## src/rtl/clkgate_en_ctrl.sv

```systemverilog
// ============================================================================
// clkgate_en_ctrl
// ----------------------------------------------------------------------------
// Activity-driven enable generator for a clock-gated domain. The registered
// clk_en output feeds the domain's clock header. The enable stays high while
// any source is busy. It drops after HYST consecutive idle cycles and comes
// back one cycle after new activity appears. A WAKE_CYC-cycle wake window
// keeps requesters stalled until the gated domain is clocking again. A
// saturating counter records how many cycles the domain spent gated, for
// power profiling.
//
// Parameters:
//   NUM_SRC  - number of activity sources (>= 1)
//   HYST     - consecutive idle cycles before gating (>= 1)
//   WAKE_CYC - cycles spent in WAKE, with clk_en high, before release (>= 1)
//   PERF_W   - width of the gated-cycle counter
//
// Ports:
//   clk          in   free-running (ungated) clock
//   rst          in   asynchronous, active-high reset
//   activity     in   per-source busy level, held until serviced
//   force_on     in   override that counts as activity (never gate)
//   perf_clr     in   synchronous clear of gated_cycles
//   clk_en       out  registered enable to the clock header (1 = clocked)
//   gated        out  1 while the domain is gated
//   stall        out  1 while not ACTIVE; requesters must hold off
//   gated_cycles out  saturating count of cycles spent gated
// ============================================================================
module clkgate_en_ctrl #(
    parameter int NUM_SRC  = 4,
    parameter int HYST     = 8,
    parameter int WAKE_CYC = 2,
    parameter int PERF_W   = 16
) (
    input  logic                clk,
    input  logic                rst,
    input  logic [NUM_SRC-1:0]  activity,
    input  logic                force_on,
    input  logic                perf_clr,
    output logic                clk_en,
    output logic                gated,
    output logic                stall,
    output logic [PERF_W-1:0]   gated_cycles
);

    localparam int IDLE_W = $clog2(HYST + 1);
    localparam int WAKE_W = $clog2(WAKE_CYC + 1);

    localparam logic [IDLE_W-1:0] IDLE_LAST = IDLE_W'(HYST - 1);
    localparam logic [WAKE_W-1:0] WAKE_LAST = WAKE_W'(WAKE_CYC - 1);

    // Two-bit encoding. The unused code 2'b11 is handled explicitly and
    // steers back to ACTIVE, so the state can never stick in an undefined
    // code.
    typedef enum logic [1:0] {
        ST_ACTIVE = 2'b00,
        ST_GATED  = 2'b01,
        ST_WAKE   = 2'b10
    } state_e;

    state_e              state_q,   state_d;
    logic                clkEn_q,   clkEn_d;
    logic [IDLE_W-1:0]   idleCnt_q, idleCnt_d;
    logic [WAKE_W-1:0]   wakeCnt_q, wakeCnt_d;
    logic [PERF_W-1:0]   gatedCnt_q, gatedCnt_d;

    logic idle;

    // The domain is idle only when every source is quiet and no override
    // is active. All sources are OR-reduced, so several busy sources look
    // the same as one.
    always_comb begin
        idle = ~(|activity) & ~force_on;
    end

    // State register. Reset sets clk_en to 1 so that asserting reset while
    // the domain is gated starts its clock again at once, without waiting
    // for a clock edge.
    always_ff @(posedge clk or posedge rst) begin
        if (rst) begin
            state_q   <= ST_ACTIVE;
            clkEn_q   <= 1'b1;
            idleCnt_q <= '0;
            wakeCnt_q <= '0;
        end else begin
            state_q   <= state_d;
            clkEn_q   <= clkEn_d;
            idleCnt_q <= idleCnt_d;
            wakeCnt_q <= wakeCnt_d;
        end
    end

    // Next-state logic. clk_en is computed here together with the state,
    // so the enable register changes on the same edge as the state
    // register. The clock header therefore sees a clean flop output.
    always_comb begin
        state_d   = state_q;
        clkEn_d   = clkEn_q;
        idleCnt_d = idleCnt_q;
        wakeCnt_d = wakeCnt_q;

        case (state_q)
            ST_ACTIVE: begin
                clkEn_d   = 1'b1;
                wakeCnt_d = '0;
                if (!idle) begin
                    // Any activity, even on the cycle the idle run would
                    // complete, restarts the hysteresis window.
                    idleCnt_d = '0;
                end else if (idleCnt_q == IDLE_LAST) begin
                    state_d   = ST_GATED;
                    clkEn_d   = 1'b0;
                    idleCnt_d = '0;
                end else begin
                    idleCnt_d = idleCnt_q + IDLE_W'(1);
                end
            end

            ST_GATED: begin
                clkEn_d   = 1'b0;
                idleCnt_d = '0;
                wakeCnt_d = '0;
                if (!idle) begin
                    state_d = ST_WAKE;
                    clkEn_d = 1'b1;
                end
            end

            ST_WAKE: begin
                // Idle is ignored while waking. The domain always runs
                // through the full wake window before it can gate again.
                clkEn_d   = 1'b1;
                idleCnt_d = '0;
                if (wakeCnt_q == WAKE_LAST) begin
                    state_d   = ST_ACTIVE;
                    wakeCnt_d = '0;
                end else begin
                    wakeCnt_d = wakeCnt_q + WAKE_W'(1);
                end
            end

            default: begin
                state_d   = ST_ACTIVE;
                clkEn_d   = 1'b1;
                idleCnt_d = '0;
                wakeCnt_d = '0;
            end
        endcase
    end

    // Output decode. gated and stall depend only on the state register,
    // never on the inputs, so they are stable for the whole cycle.
    always_comb begin
        gated = (state_q == ST_GATED);
        stall = (state_q != ST_ACTIVE);
    end

    // Gated-cycle counter next value. A clear takes priority over counting.
    // The counter stops at all-ones so that long gated stretches never wrap
    // back to a small number.
    always_comb begin
        gatedCnt_d = gatedCnt_q;
        if (perf_clr) begin
            gatedCnt_d = '0;
        end else if ((state_q == ST_GATED) && (gatedCnt_q != '1)) begin
            gatedCnt_d = gatedCnt_q + PERF_W'(1);
        end
    end

    // Gated-cycle counter register.
    always_ff @(posedge clk or posedge rst) begin
        if (rst) begin
            gatedCnt_q <= '0;
        end else begin
            gatedCnt_q <= gatedCnt_d;
        end
    end

    assign clk_en       = clkEn_q;
    assign gated_cycles = gatedCnt_q;

    // Invariants of the encoding: the enable is low exactly when the domain
    // is gated, and both counters stay inside their windows.
    a_en_matches_state: assert property (
        @(posedge clk) disable iff (rst)
        ((state_q == ST_GATED) == !clkEn_q)
    );

    a_idle_in_range: assert property (
        @(posedge clk) disable iff (rst)
        (idleCnt_q <= IDLE_LAST)
    );

    a_wake_in_range: assert property (
        @(posedge clk) disable iff (rst)
        ((state_q != ST_WAKE) || (wakeCnt_q <= WAKE_LAST))
    );

endmodule
```

## config.mk

```make
export PLATFORM = sky130hd
export DESIGN_NAME = clkgate_en_ctrl
export DESIGN_NICKNAME = d
export VERILOG_FILES = /design/src/rtl/clkgate_en_ctrl.sv
export SDC_FILE = /design/constraint.sdc
export NUM_CORES = 1
export LEC_CHECK = 0
export ABC_AREA = 1
export CORE_MARGIN = 2
export CORE_UTILIZATION = 46
export CTS_CLUSTER_DIAMETER = 40
export DETAILED_ROUTE_END_ITERATION = 10
export GPL_TIMING_DRIVEN = 0
export HOLD_SLACK_MARGIN = 0.05
export PLACE_DENSITY = 0.77
export SLEW_MARGIN = 15
export SYNTH_ARGS = -nofsm -noshare
export SYNTH_HDL_FRONTEND = slang
export SYNTH_SLANG_ARGS = --single-unit
```

## constraint.sdc

```tcl
create_clock -name clk -period 1.42 [get_ports clk]
set_input_delay 0.284 -clock clk [delete_from_list [all_inputs] [get_ports clk]]
set_output_delay 0.284 -clock clk [all_outputs]
set_load 0.05 [all_outputs]
```

# Word level (Yosys, flattened, before mapping)
# Cells that the tools add are included.
# Widths: inputs -> output; s select.
# word_totals
ff_bits,25
latchBits,0
ramBits,0
rom_bits,0
out_inout_bits,19
memories,0
# op_classes
addsub,3
mul,0
div_mod_pow,0
magnitude_cmp,0
n_eq_ne,9
n_shift,0
mux,16
bitwise,3
n_reduce_logical,6
# op_table
op,n
$mux 16,2
$add 16x1->16 const B,1
$ne 16x16->1 const B,1
$mux 2,6
$mux 4,3
$ne 2x2->1 const B,4
$pmux 2 s3,1
$add 4x1->4 const B,1
$eq 2x1->1 const B,2
$eq 4x3->1 const B,1
$reduce_and 4->1,1
$reduce_bool 2->1,2
$reduce_or 4->1,1
$mux 1,3
$add 2x1->2 const B,1
$eq 2x2->1 const B,1
$logic_not 2->1,1
$not 1->1,2
$pmux 1 s2,1
$and 1x1->1,1
$logic_and 1x1->1,1

# Longest topological paths before layout
# Gate-level depths: netlist of run 1.
# depth
word_depth,5
ltp_mapped,10

# Worst setup path after synthesis of run 1
# No wires, ideal clock.
# synth_path
path_kind,reg-to-reg
startpoint,register state_q[1]
endpoint,register gatedCnt_q[2] (netlist: gated_cycles[2])
setup_time_ps,120
t_arrival_ps,1819
required_time_ps,1300
setup_slack_ps,-519
stages_incl_launch_ff,8
path_buffers,1
period_less_slack_ps,1939
cell_sequence,dfrtp_1 > nor2_1 > inv_2 > o21ai_4 > inv_4 > buf_6 > nand2_1 > nand2_1
# synth_between
elab_chain_len,3
# synth_rtl
item,line,rtl
from (decl),61,"state_e state_q, state_d;"
from (signal assigned),86,state_q <= state_d;
$eq 2x1->1,--,
via gated,41,"output logic gated,"
$logic_and 1x1->1,165,end else if ((state_q == ST_GATED) && (gatedCnt_q != '1)) begin
$reduce_bool 2->1 (no line),--,
to (signal assigned),175,gatedCnt_q <= gatedCnt_d;
to (decl),65,"logic [PERF_W-1:0] gatedCnt_q, gatedCnt_d;"
# The timed path passes the listed nets, and every way through them passes these cells.
# A chain may end at the register's enable or synchronous reset.

# Final worst setup path of run 1
# layout_path
startpoint,register gatedCnt_q[1] (netlist: gated_cycles[1])
endpoint,register gatedCnt_q[7] (netlist: gated_cycles[7])
# layout_between
elab_chain_len,3
# layout_rtl
item,line
$add 16x1->16 / $ne 16x16->1 (equally long branches),"166, 165"
$mux 16 / $logic_and 1x1->1 (equally long branches),165
$mux 16 / $reduce_bool 2->1 (equally long branches),--
# Several ways; a longest one is shown, not always the timed one. The select of a mux whose other input is x is not followed.

==> results.md, run 1 <==
* Outcome: finished with violations
* Failing checks: DRC, setup timing
* Antenna cells at 0
* Total of max-cap violations at 0
* CP Data Required Time at 1.64 ns
* Routed Wire Length at 3.45 mm
* Yosys warning count at 0
* Register bit count reported by yosys at 25
* RSZ-0062 raised after global routing: true
* PortBufs at 26
* Pwr Density at between 600 and 700 nW/µm²
* Critical path type: reg -> reg
* Met2 usage at 39.2%
* Worst hold-check path type: in -> async
* Share of layout cells above drive strength 1 at 35.8%
* IO Count at 27
* Multiplexer share of the synthesized area at 0%
* Tot Pwr at 1190 µW
* Arrival time at the worst endpoint at 1.73 ns
* Most frequent cells in the layout: nand2_1 (55), nor2_1 (22), dfrtp_2 (16)
* DR DRC count at 2
* Fin crit share at 106%
* Routed len/inst at 13.3 µm
* Cells after Synth at 189
* Post-layout min period at 1.50 ns
* First-pass GRT wire length at 5.82 mm
* LEAKAGE at 0.000893 µW
* Cts hold-fix bufs at 0
* Worst Setup End Kind: flop
* Largest net degree at the start of global routing at 26
* Number of fill cells at 235
* Clk sinks at 25
* Clock skew at 0.00702 ns
* Layer with the highest usage: met2
* Die X at just under 60 µm
* Remaining Overflow, GRT at 0
* Routed Antenna Nets at 0
* Most common cell after layout, fill and taps aside: nand2_1
* Post-synth cell types at 23
* Inst Count DP at 246
* Syn Nets at 199
* Synth Area in Simple Gates at a little under two fifths
* Slew @ Worst Pin at between 0.9 and 1 ns
* Vias at 1422
* GP Congestion at about 0.85
* Synthesized area at ~1400 µm²
* DR pass1 iterations at 7
* Final worst slack at -0.0827 ns
* Fmax at between 0.6 and 0.7 GHz
* Synth Area in Adders at approximately 1.8%
* Vias in the first global route at 1325
* Met1 Use GR at 27.3%
* Register area share after synthesis at a little under half
* Clk slew on worst S/H paths at about 0.14 ns
* Global Route Usage Sum at 21.9%
* # H-tree levels at 1
* Worst setup SP type: flop
* FP Rows at 19
* VDD IR-drop max at 0.472 mV
* Maximum root-to-sink buffer count at 2
* Fin. max-slew vios at 0
* Setup violators final at 16
* Detailed Place HPWL at approximately 2.3 mm
* CP Max Fanout at 5
* Final hold vios at 0
* Starting Density at 49.4%
* Initial antenna violation count at 0
* CTS buffer count at 3
* Xor and xnor area share after synthesis at about 3.2%
* Main combinational cell family by area after synthesis: simple AND/OR/NAND/NOR gates
* Root buf cell: clkbuf_4
* Clock latency on the worst-skew pair at ~0.32 ns
* CTS tree: built
* M3 GR Usage at 2.86%
* Non-Filler Instances at 260
* Nets at 240
* Die area at 3470 µm²
* Slew HR at a little under two fifths
* Synth-to-Final Area Change at 35.6%
* CORE AREA at 2810 µm²
* Avg Cell Area, Syn at 7.34 µm²
* 1st-iter DRT viols at between 60 and 70
* Synth Area in Compound Gates at under 10%
* Die H at 58.9 µm
* Routed vias/inst at 5.47
==> cell type report <==
type | count | area [µm²] | area share (%)
Sequential cell | 25 | 647 | 34.4
Inverter | 20 | 77.6 | 4.13
Timing Repair Buffer | 36 | 298 | 15.8
Multi-Input combinational cell | 142 | 773 | 41.1
Tap cell | 31 | 38.8 | 2.06
Clock buffer | 4 | 26.3 | 1.40
Buffer | 2 | 20.0 | 1.06
==> cells by family (layout without fill, tap and decap cells) <==
logic type / after synthesis / count (layout)
flip-flops: 25 / 25
XOR/XNOR: 5 / 5
adder cells (fa/ha/maj): 2 / 2
AND/OR/NAND/NOR: 125 / 125
AO/OA/AOI/OAI: 10 / 10
buffers and inverters: 22 / 62
==> metal layers <==
layer	wire (µm)	vias to the layer above
met5	0	-
met4	19	0
met3	218	2
met2	1830	46
met1	1380	687
li1	-	687
==> path summary, 6_finish.rpt <==
path	startpoint	endpoint	slack, ns	depth (start not counted)
setup reg to reg	gated_cycles[1]	gated_cycles[7]	-0.08	10
max in group asynchronous	rst	gated_cycles[6]	0.32	2
setup / recovery	gated_cycles[1]	gated_cycles[7]	-0.08	10
hold / removal	rst	idleCnt_q[2]	0.46	2
min in group clk	wakeCnt_q[0]	wakeCnt_q[1]	0.46	1
hold reg to reg	wakeCnt_q[0]	wakeCnt_q[1]	0.46	1
==> where the power goes <==
group / total, µW / leakage [µW] / internal, µW / switching (µW)
Combinational: 135 / 0.000559 / 59.6 / 75.4
Clock: 330 / 0.0000150 / 110 / 220
Sequential: 729 / 0.000319 / 719 / 9.39
Total: 1190 / 0.000893 / 889 / 305
==> metrics by stage <==
step                      hold WS, ns  setup TNS [ns]  utilization (%)  setup WS (ns)  area [µm²]
final                           0.459          -0.866             67.0        -0.0827        1880
after CTS                       0.459          -0.580             63.3        -0.0607        1780
after floorplan                 0.310           -2.30                -         -0.193        1440
after global placement          0.444           -7.42             62.0         -0.315        1740
after global routing            0.475           -1.74             67.0         -0.132        1880
after detailed placement        0.439           -9.10             62.0         -0.335        1740
==> critical path: stages, from the launching register on <==
cell and delay (ns):
dfrtp_2 0.47, ha_4 0.19, nand2_4 0.06, nor2_4 0.04
nand2_2 0.08, nor2_4 0.05, o21ai_4 0.18, inv_4 0.08
clkbuf_16 0.16, nand2_1 0.05, nand2_1 0.05
==> state kept, by name (all words and copies together) (netlist names) <==
| register | count |
|---|---|
| gated_cycles | 16 |
| wakeCnt_q | 2 |
| idleCnt_q | 4 |
| state_q | 2 |
| clk_en | 1 |
==> Yosys cell counts <==
cell type / n / share of area [%]
nand2_1: 63 / 17
nor2_1: 30 / 8.1
dfrtp_1: 24 / 43
inv_1: 17 / 4.6
nand3_1: 16 / 5.8
nand4_1: 9 / 4.1
xor2_1: 5 / 3.2
a21oi_1: 4 / 1.4
nor3_1: 3 / 1.1
ha_1: 2 / 1.8
inv_2: 2 / 0.54
nor2_2: 2 / 0.90
o21ai_0: 2 / 0.72
buf_6: 1 / 0.81
clkbuf_1: 1 / 0.27
dfstp_2: 1 / 1.9
inv_4: 1 / 0.45
nand2_2: 1 / 0.45
nor2_4: 1 / 0.81
o21ai_1: 1 / 0.36
o21ai_4: 1 / 1.2
o21bai_1: 1 / 0.54
o221ai_1: 1 / 0.63
==> timing repair <==
| action | in CTS | in global routing |
|---|---|---|
| gates cloned | 0 | 1 |
| gates resized for setup | 108 | 27 |
| endpoints found under the setup margin | 35 | 23 |
| setup buffers | 5 | 4 |
| pin swaps | 1 | 3 |
Power figures use the tool's default switching activity.
==> run 2, diff against run 1 <==
SETUP_SLACK_MARGIN = 0.2   (was unset)
clock period = 1.2 ns   (was 1.42 ns; I/O delays follow)
==> results.md, run 2 (synthesis results as in run 1) <==
* Outcome: finished with violations
* Failing checks: DRC, setup timing
* Starting Density at between 40% and 50%
* Arrival time at the worst endpoint at 1.84 ns
* Most frequent cells in the layout: nand2_1 (45), buf_4 (26), buf_6 (21)
* CORE AREA at 2810 µm²
* Final hold vios at 0
* Vias at approximately 1600
* RSZ-0062 raised after global routing: true
* Share of layout cells above drive strength 1 at a little over 50%
* Top delay family on crit path: flip-flops
* Fmax at 0.616 GHz
* DR DRC count at 2
* Routed len/inst at 15.8 µm
* Tot Pwr at 1480 µW
* WP buf/inv at 2
* Clock latency on the worst-skew pair at 0.32 ns
* GP Congestion at 0.835
* Worst Setup End Kind: flop
* Worst setup SP type: flop
* CTS buffer count at 3
* Die X at 58.9 µm
* # H-tree levels at 1
* Worst hold-check path type: in -> async
* Routed vias/inst at 5.70
* Number of fill cells at 142
* Maximum root-to-sink buffer count at 2
* Die H at 58.9 µm
* Routed Antenna Nets at 0
* First-pass GRT wire length at between 6 and 7 mm
* Routed Wire Length at between 4 and 5 mm
* Clock skew at roughly 0.0025 ns
* Fin. max-slew vios at 0
* Initial antenna violation count at 0
* Slew @ Worst Pin at 0.560 ns
* Total of max-cap violations at 0
* Vias in the first global route at 1429
* Synth-to-Final Area Change at 67.9%
* Max incr delay on CP at ~0.47 ns
* IO Count at 27
* PortBufs at 26
* Fin crit share at 135%
* FP Rows at 19
* CP Max Fanout at 6
* Post-layout min period at 1.62 ns
* Largest net degree at the start of global routing at 26
* Setup violators final at 32
* Nets at 269
* CTS tree: built
* Cell Chain, Critical Path: ha_4 > nand2_4 > nor2_4 > nand2_2 > nor2_4 > o21ai_4 > inv_4 > clkbuf_16 > nand2_1 > nand2_1
* Critical path type: reg -> reg
* Root buf cell: clkbuf_4
* Non-Filler Instances at 289
* Clk sinks at 25
* Remaining Overflow, GRT at 0
* Clk slew on worst S/H paths at 0.14 ns
* Antenna cells at 0
* Pwr Density at around 640 nW/µm²
* Slew HR at 62.6%
* Most common cell after layout, fill and taps aside: nand2_1
* LEAKAGE at around 0.0011 µW
* Detailed Place HPWL at 2.32 mm
* Max reg flops at 16
* DR pass1 iterations at 7
* Final worst slack at -0.424 ns
* Inst Count DP at 246
* VDD IR-drop max at 0.788 mV
* CP Data Required Time at ~1.4 ns
* 1st-iter DRT viols at between 100 and 150
* Global Route Usage Sum at 22.9%
* Cell at the slowest stage of the critical path: dfrtp_2
* Die area at 3470 µm²
* Layout Utilization at between 80% and 90%
-- run 2: worst paths after layout --
| path | start | to | cells past startpoint | slack [ns] |
|---|---|---|---|---|
| max | gated_cycles[0] | gated_cycles[4] | 10 | -0.42 |
| min | rst | idleCnt_q[3] | 2 | 0.29 |
| max reg2reg | gated_cycles[0] | gated_cycles[4] | 10 | -0.42 |
| min reg2reg | wakeCnt_q[0] | wakeCnt_q[0] | 1 | 0.49 |
| max in group asynchronous | rst | clk_en | 2 | 0.56 |
| min in group clk | wakeCnt_q[0] | wakeCnt_q[0] | 1 | 0.49 |
-- run 2: power breakdown --
group / switching [µW] / internal [µW] / total [µW] / leakage (µW)
logic: 119 / 108 / 227 / 0.000738
registers: 12.9 / 851 / 864 / 0.000316
clock network: 258 / 130 / 388 / 0.0000150
-- run 2: what timing repair did --
item                       in CTS  in global routing
pin swaps                       7                 10
hold buffers                    0                  0
cloned                          1                  1
setup endpoints to repair      64                 44
buffers inserted               19                 18
gates resized for setup       147                 54
-- run 2: worst reg2reg max path, cell delays in order, from the launching register on --
cell and delay (ns):
dfrtp_2 0.47, ha_4 0.19, nand2_4 0.08, nor2_4 0.04, nand2_2 0.08, nor2_4 0.05, o21ai_4 0.20, inv_4 0.10
clkbuf_16 0.17, nand2_1 0.07, nand2_1 0.08
-- run 2: metrics by stage --
step                worst slack (ns)  TNS, ns  cell area [µm²]  hold WS (ns)
finish                        -0.424    -6.76             2330         0.295
global route                  -0.448    -7.98             2330         0.348
CTS                           -0.278    -4.91             1990         0.311
detailed placement            -0.460   -19.45             1750         0.455
global placement              -0.484   -18.16             1750         0.442
floorplan                     -0.413    -5.82             1450         0.266
-- run 2: routing by layer --
metal / vias up / global-route usage, % / part of all wire [%] / wire length (µm)
met5: - / 0 / 0 / 0
met4: 0 / 7.47 / 3.8 / 172
met3: 20 / 2.86 / 8.8 / 402
met2: 118 / 40.8 / 52 / 2370
met1: 764 / 28.7 / 36 / 1630
li1: 745 / - / - / -
-- run 2: final cells by class --
| class | count | area [µm²] | area share [%] |
|---|---|---|---|
| multi-input combinational | 143 | 858 | 36.9 |
| timing repair buffer | 64 | 652 | 28.0 |
| sequential | 25 | 649 | 27.9 |
| inverter | 20 | 83.8 | 3.60 |
| tap | 31 | 38.8 | 1.67 |
| clock buffer | 4 | 26.3 | 1.13 |
| buffer | 2 | 18.8 | 0.806 |
